### src/rtl/snake_pkg.sv
// Shared types and constants for the snake pixel generator: directions,
// FSM states, grid cell coordinates and the colour palette.
package snake_pkg;

  localparam int DEF_CELL_LOG2   = 4;
  localparam int DEF_GRID_W      = 40;
  localparam int DEF_GRID_H      = 30;
  localparam int DEF_SNAKE_LEN   = 8;
  localparam int DEF_MOVE_FRAMES = 8;

  // Coordinate widths cover the default 40x30 grid.
  localparam int X_W = 6;
  localparam int Y_W = 5;

  // Opposite directions differ only in bit 0.
  typedef enum logic [1:0] {
    DIR_RIGHT = 2'b00,
    DIR_LEFT  = 2'b01,
    DIR_DOWN  = 2'b10,
    DIR_UP    = 2'b11
  } dir_e;

  typedef enum logic [1:0] {
    IDLE = 2'b00,
    RUN  = 2'b01,
    DEAD = 2'b10
  } state_e;

  typedef struct packed {
    logic [X_W-1:0] x;
    logic [Y_W-1:0] y;
  } cell_t;

  localparam logic [11:0] COL_OFF  = 12'h000;
  localparam logic [11:0] COL_HEAD = 12'hFF0;
  localparam logic [11:0] COL_BODY = 12'h0F0;
  localparam logic [11:0] COL_DEAD = 12'hF00;
  localparam logic [11:0] COL_BG   = 12'h002;

  function automatic dir_e opposite(input dir_e d);
    return dir_e'(d ^ 2'b01);
  endfunction

endpackage

### src/rtl/snake_body.sv
// Segment store for the snake: next-head/collision evaluation, the one-cycle
// shift on a move, and a registered head/body hit test for the queried pixel.
module snake_body
  import snake_pkg::*;
#(
  parameter int CELL_LOG2 = DEF_CELL_LOG2,
  parameter int GRID_W    = DEF_GRID_W,
  parameter int GRID_H    = DEF_GRID_H,
  parameter int SNAKE_LEN = DEF_SNAKE_LEN
) (
  input  logic       clk,
  input  logic       rst,
  input  logic       load,
  input  logic       step,
  input  dir_e       step_dir,
  input  logic [9:0] query_x,
  input  logic [9:0] query_y,
  output logic       hit_head,
  output logic       hit_body,
  output logic       collide
);

  localparam logic [X_W:0] X_ONE  = (X_W+1)'(1);
  localparam logic [Y_W:0] Y_ONE  = (Y_W+1)'(1);
  localparam logic [X_W:0] X_LIM  = (X_W+1)'(GRID_W);
  localparam logic [Y_W:0] Y_LIM  = (Y_W+1)'(GRID_H);

  cell_t [SNAKE_LEN-1:0] seg;
  cell_t                 new_head;
  logic  [X_W:0]         nx;
  logic  [Y_W:0]         ny;
  logic                  wall_hit, self_hit;
  logic  [9:0]           qcx, qcy;
  logic                  q_in_grid, head_match, body_match;

  function automatic cell_t start_cell(input int i);
    cell_t c;
    c.x = X_W'(GRID_W / 2 - i);
    c.y = Y_W'(GRID_H / 2);
    return c;
  endfunction

  // One extra bit lets 0-1 wrap to a large value, so both walls are a single >= test.
  always_comb begin
    // NOTE: combinational blocks use blocking '=' and assign every output a
    // default first; a path that leaves a variable unassigned infers a latch.
    nx = {1'b0, seg[0].x};
    ny = {1'b0, seg[0].y};
    case (step_dir)
      DIR_RIGHT: nx = nx + X_ONE;
      DIR_LEFT:  nx = nx - X_ONE;
      DIR_DOWN:  ny = ny + Y_ONE;
      default:   ny = ny - Y_ONE;
    endcase
    new_head.x = nx[X_W-1:0];
    new_head.y = ny[Y_W-1:0];
    wall_hit   = (nx >= X_LIM) || (ny >= Y_LIM);
    self_hit   = 1'b0;
    // The tail is left out: it vacates the cell on this same move.
    for (int i = 0; i < SNAKE_LEN - 1; i++) begin
      if (seg[i] == new_head) self_hit = 1'b1;
    end
    collide = wall_hit || self_hit;
  end

  always_ff @(posedge clk) begin
    // NOTE: sequential blocks use non-blocking '<='. The segment registers are
    // reset (unlike a plain data store) because the start snake is their
    // architectural initial value.
    if (rst || load) begin
      for (int i = 0; i < SNAKE_LEN; i++) seg[i] <= start_cell(i);
    end else if (step && !collide) begin
      seg <= {seg[SNAKE_LEN-2:0], new_head};
    end
  end

  assign qcx       = query_x >> CELL_LOG2;
  assign qcy       = query_y >> CELL_LOG2;
  assign q_in_grid = (qcx < 10'(GRID_W)) && (qcy < 10'(GRID_H));

  always_comb begin
    head_match = q_in_grid && (qcx == 10'(seg[0].x)) && (qcy == 10'(seg[0].y));
    body_match = 1'b0;
    for (int i = 1; i < SNAKE_LEN; i++) begin
      if (q_in_grid && (qcx == 10'(seg[i].x)) && (qcy == 10'(seg[i].y))) body_match = 1'b1;
    end
  end

  always_ff @(posedge clk) begin
    if (rst) begin
      hit_head <= 1'b0;
      hit_body <= 1'b0;
    end else begin
      hit_head <= head_match;
      hit_body <= body_match;
    end
  end

endmodule

### src/rtl/snake_renderer.sv
// Snake game pixel generator: FSM, direction latch and frame counter around
// the segment store, producing one-cycle-latency 12-bit rgb for the display.
module snake_renderer
  import snake_pkg::*;
#(
  parameter int CELL_LOG2   = DEF_CELL_LOG2,
  parameter int GRID_W      = DEF_GRID_W,
  parameter int GRID_H      = DEF_GRID_H,
  parameter int SNAKE_LEN   = DEF_SNAKE_LEN,
  parameter int MOVE_FRAMES = DEF_MOVE_FRAMES
) (
  input  logic        clk,
  input  logic        rst,
  input  logic [9:0]  pix_x,
  input  logic [9:0]  pix_y,
  input  logic        video_on,
  input  logic        frame_tick,
  input  logic [3:0]  dir_req,
  input  logic        start,
  output logic [11:0] rgb,
  output logic        dead
);

  localparam logic [7:0] LAST_FRAME = 8'(MOVE_FRAMES - 1);

  state_e     state;
  dir_e       dir, pending, req_dir;
  logic [7:0] frame_cnt;
  logic       req_valid, req_ok, move_now, load, collide;
  logic       hit_head, hit_body, vis_q;

  always_comb begin
    req_valid = 1'b1;
    req_dir   = DIR_RIGHT;
    case (dir_req)
      4'b0001: req_dir = DIR_RIGHT;
      4'b0010: req_dir = DIR_LEFT;
      4'b0100: req_dir = DIR_DOWN;
      4'b1000: req_dir = DIR_UP;
      default: req_valid = 1'b0;
    endcase
  end

  assign req_ok   = req_valid && (req_dir != opposite(dir));
  assign move_now = (state == RUN) && frame_tick && (frame_cnt == LAST_FRAME);
  assign load     = (state == DEAD) && start;

  snake_body #(
    .CELL_LOG2 (CELL_LOG2),
    .GRID_W    (GRID_W),
    .GRID_H    (GRID_H),
    .SNAKE_LEN (SNAKE_LEN)
  ) u_body (
    .clk      (clk),
    .rst      (rst),
    .load     (load),
    .step     (move_now),
    .step_dir (pending),
    .query_x  (pix_x),
    .query_y  (pix_y),
    .hit_head (hit_head),
    .hit_body (hit_body),
    .collide  (collide)
  );

  always_ff @(posedge clk) begin
    if (rst) begin
      state     <= IDLE;
      dir       <= DIR_RIGHT;
      pending   <= DIR_RIGHT;
      frame_cnt <= '0;
      dead      <= 1'b0;
    end else begin
      case (state)
        IDLE: begin
          if (req_ok) begin
            pending <= req_dir;
            state   <= RUN;
          end
        end
        RUN: begin
          // The move consumes the old pending; a request this cycle lands on the next move.
          if (req_ok) pending <= req_dir;
          if (frame_tick) begin
            if (move_now) begin
              frame_cnt <= '0;
              dir       <= pending;
              if (collide) begin
                state <= DEAD;
                dead  <= 1'b1;
              end
            end else begin
              frame_cnt <= frame_cnt + 8'd1;
            end
          end
        end
        DEAD: begin
          if (start) begin
            state     <= IDLE;
            dir       <= DIR_RIGHT;
            pending   <= DIR_RIGHT;
            frame_cnt <= '0;
            dead      <= 1'b0;
          end
        end
        default: state <= IDLE;
      endcase
    end
  end

  always_ff @(posedge clk) begin
    if (rst) vis_q <= 1'b0;
    else     vis_q <= video_on;
  end

  // rgb decodes only flops, so it follows pix_x/pix_y by exactly one clk.
  always_comb begin
    rgb = COL_OFF;
    if (vis_q) begin
      if (hit_head)      rgb = COL_HEAD;
      else if (hit_body) rgb = dead ? COL_DEAD : COL_BODY;
      else               rgb = COL_BG;
    end
  end

endmodule

### config.mk
export PLATFORM = sky130hd
export DESIGN_NAME = snake_renderer
export DESIGN_NICKNAME = d
export VERILOG_FILES = /design/src/rtl/snake_pkg.sv /design/src/rtl/snake_body.sv /design/src/rtl/snake_renderer.sv
export SDC_FILE = /design/constraint.sdc
export NUM_CORES = 1
export LEC_CHECK = 0
export ABC_AREA = 1
export BUFFER_PORTS_ARGS = -buffer_cell sky130_fd_sc_hd__buf_2
export CORE_MARGIN = 5
export CORE_UTILIZATION = 45
export CTS_BUF_LIST = sky130_fd_sc_hd__clkbuf_4
export DETAILED_ROUTE_END_ITERATION = 10
export PLACE_DENSITY = 0.7
export SYNTH_ARGS = -nofsm -noshare
export SYNTH_HDL_FRONTEND = slang
export SYNTH_SLANG_ARGS = --single-unit
### constraint.sdc
create_clock -name clk -period 4.6 [get_ports clk]
set_input_delay 0.92 -clock clk [delete_from_list [all_inputs] [get_ports clk]]
set_output_delay 0.92 -clock clk [all_outputs]
set_load 0.02 [all_outputs]
==> key figures <==
Synthesis
  – Synthesized flop and latch total: between 100 and 150
  – Yosys warns: 0
  – Post-synthesis sequential area ratio: 29.74%
  – Synthesized cell area: a little over 0.007 mm2
  – Synth area leaders: dfxtp_1, nand2_1, nand3_1
  – Post-synth cell types: 46
  – Synth area leader: dfxtp_1
  – Mapped Avg Cell Area: ~6.4 um2
  – Post-Synthesis Cells: about 1100
  – Synth top area share: between 20 and 30%

Route
  – Drt drc: 0
  – Vias per inst: about 5.6
  – Via count: 7390
  – Antenna-violating nets left: 0
  – Avg WL per Cell: 16.60 um
  – DRT Pass-1 Iters: 5
  – 1st-iter DRT viols: 731
  – DRT Wirelength: between 20000 and 25000 um

Clocking
  – CTS H-tree lvls: 3
  – CTS tree: built
  – CTS Buffer Depth: 2
  – Buffer count from post-CTS setup fixing: 0
  – # hold bufs at CTS: 0
  – Later-pin clock latency in the skew report: 0.51 ns
  – Clk pin slew, worst setup/hold paths: ~0.17 ns
  – CTS Buf Count: 9
  – Cts repair resizes: 0
  – Root Driver: clkbuf_4
  – CTS Sinks: between 100 and 150

Global routing
  – Vias in the first global route: 6626
  – Total global-route track usage: about a quarter
  – Grt total ovfl: 0
  – Largest net degree at the start of global routing: 56
  – First-pass GRT wire length: between 30000 and 40000 um
  – Initial antenna violation count: 1

STA
  – Fmax: ~250 MHz
  – Slew Viols, Final: 0
  – Worst Max-Slew Pin Slew: ~0.67 ns
  – Minimum clock period: 3.983 ns
  – Worst Skew: approximately 0.018 ns
  – Final setup TNS: 0 ns
  – Period utilization: between 80% and 90%
  – RSZ-0062 raised after global routing: no
  – Setup violators final: 0
  – Final hold vios: 0
  – Worst rel slew slack: between 50% and 60%

Layout
  – Ratio of cells with drive above 1 in the final layout: 8.040%
  – Commonest non-fill, non-tap cell in the layout: nand2_1
  – Reg area: ~0.0021 mm2
  – Area added between synthesis and finish: 4.402%
  – Fill cells: between 1500 and 2000
  – Commonest non-fill, non-tap cells in the layout: nand2_1, nor2_1, nand3_1
  – Multi-input logic area: 0.004219 mm2
  – Nets: about 1100

Placement
  – GPL Wtd Cong: just over 1
  – Post-DP HPWL: about 16000 um
  – PortBufs: 30

Worst setup path
  – Critical path cell sequence: nor2_1 -> inv_1 -> ha_1 -> a21oi_1 -> nand2_1 -> nand2_1 -> nand3_1 -> nand2_2 -> xor2_1 -> nor3_1 -> nand3_1 -> nor2_1 -> nor2_4 -> nand3_4 -> buf_4 -> nand2_1 -> nand2_1 -> nor2_1
  – Worst Path Buf+Inv: 2
  – CP Launch Type: register
  – Top delay family on crit path: simple AND/OR/NAND/NOR gates
  – Max Fanout on Critical Path: 29
  – CP Capture Type: register
  – Worst path slowest cell: dfxtp_1
  – Slowest cell delay on critical path: 0.47 ns
  – Critical path class: reg -> reg
  – Most used cell, CP: nand2_1
  – WP data arrival: between 4 and 5 ns
  – Worst endpoint required time: about 5.0 ns

Floorplan
  – Die X: 135.9 um
  – Placeable Area: about 0.016 mm2
  – Row count: 46
  – Ports: 42
  – Starting Density: a little under half
  – Die Y: around 140 um
  – Die Area: 0.01847 mm2

Pwr
  – Cell Pwr Density: roughly 230 mW/mm2
  – Worst IR drop on VDD: approximately 0.00016 V
  – Tot Pwr: 1.682 mW
  – Pleak: 3.834 nW

Run status
  – Status: finished, final reports clean

Job
  – Max-cap viol count: 0

Hold path
  – Class of the worst hold path: reg -> reg
area by class of cell:
cell class | count | area share [%]
antenna | 1 | 0.03360
clock buffer | 9 | 0.9071
clock inverter | 7 | 1.041
inverter | 115 | 5.795
multi-input combinational | 829 | 56.64
sequential | 106 | 28.49
tap | 216 | 3.628
timing repair buffer | 41 | 3.460
kinds of logic (layout without fill, tap and decap cells):
logic type	count (synthesis)	after routing	share of synthesized area, %
AO/OA/AOI/OAI	117	117	10.40
other	1	4	0.05256
buffers and inverters	182	172	11.47
adder cells (fa/ha/maj)	7	7	1.333
flip-flops	106	106	29.74
XOR/XNOR	54	54	6.892
AND/OR/NAND/NOR	648	648	40.11
worst reg2reg max path, cell delays in order, from the launching register on:
cell     delay (ns)
dfxtp_1        0.47
nor2_1         0.39
inv_1          0.17
ha_1           0.38
a21oi_1        0.19
nand2_1        0.09
nand2_1        0.07
nand3_1        0.12
nand2_2        0.24
xor2_1         0.11
nor3_1         0.40
nand3_1        0.15
nor2_1         0.20
nor2_4         0.07
nand3_4        0.31
buf_4          0.35
nand2_1        0.08
nand2_1        0.06
nor2_1         0.04
per-stage QoR:
| step | utilization [%] | hold slack, ns | instances | worst slack [ns] | instance area (um2) |
|---|---|---|---|---|---|
| detailed placement | 46.46 | 0.4472 | 1307 | 0.6863 | 7301 |
| CTS | 47.39 | 0.4838 | 1323 | 0.6618 | 7446 |
| floorplan | - | 0.4289 | 1117 | 1.622 | 7142 |
| finish | 47.40 | 0.4810 | 1324 | 0.6174 | 7448 |
| global route | 47.40 | 0.5104 | 1324 | 0.3087 | 7448 |
| global placement | 46.46 | 0.4423 | 1307 | 0.7097 | 7301 |
where the power goes:
group	internal (mW)	switching (mW)	leakage, nW
clock	0.170	0.340	0.0721
sequential	0.926	0.00574	0.856
combinational	0.0653	0.175	2.91
total	1.16	0.521	3.83
registers in the layout, summed over array words and instances, names as in the netlist:
register,flops
pending,2
dead,1
frame_cnt,8
dir,2
state,2
u_body.hit_head,1
vis_q,1
u_body.seg,88
u_body.hit_body,1
final timing paths:
check | startpoint | to | slack (ns) | depth (start not counted)
min | u_body.seg[82] | u_body.seg[82] | 0.48 | 2
max reg2reg | pending[0] | u_body.seg[65] | 0.62 | 18
min reg2reg | u_body.seg[82] | u_body.seg[82] | 0.48 | 2
max | pending[0] | u_body.seg[65] | 0.62 | 18
synth_stat cells, drive strengths merged:
master / instances
a21boi: 1
or4: 1
nand2: 317
dfxtp: 106
nand3b: 1
o2111ai: 7
a21oi: 30
or2: 6
nor2: 122
a2111oi: 6
a22o: 1
xnor2: 11
a41oi: 1
conb: 1
a221oi: 6
nand3: 121
o22ai: 34
clkinv: 4
o221ai: 2
ha: 6
a211oi: 1
a31oi: 1
o41ai: 2
xor2: 43
clkbuf: 25
nor3: 12
inv: 111
fa: 1
nand4: 62
buf: 42
o21bai: 1
o21ai: 23
nor4: 6
o32ai: 1
per-layer routing:
metal  share of wire, %  track usage [%]  routed length [um]
met3                7.8            5.403                1719
met2                 44            37.28                9706
met4                3.4            9.518                 740
met1                 45            33.27                9814
met5                  0                0                   0
(Power assumes the default switching activity.)
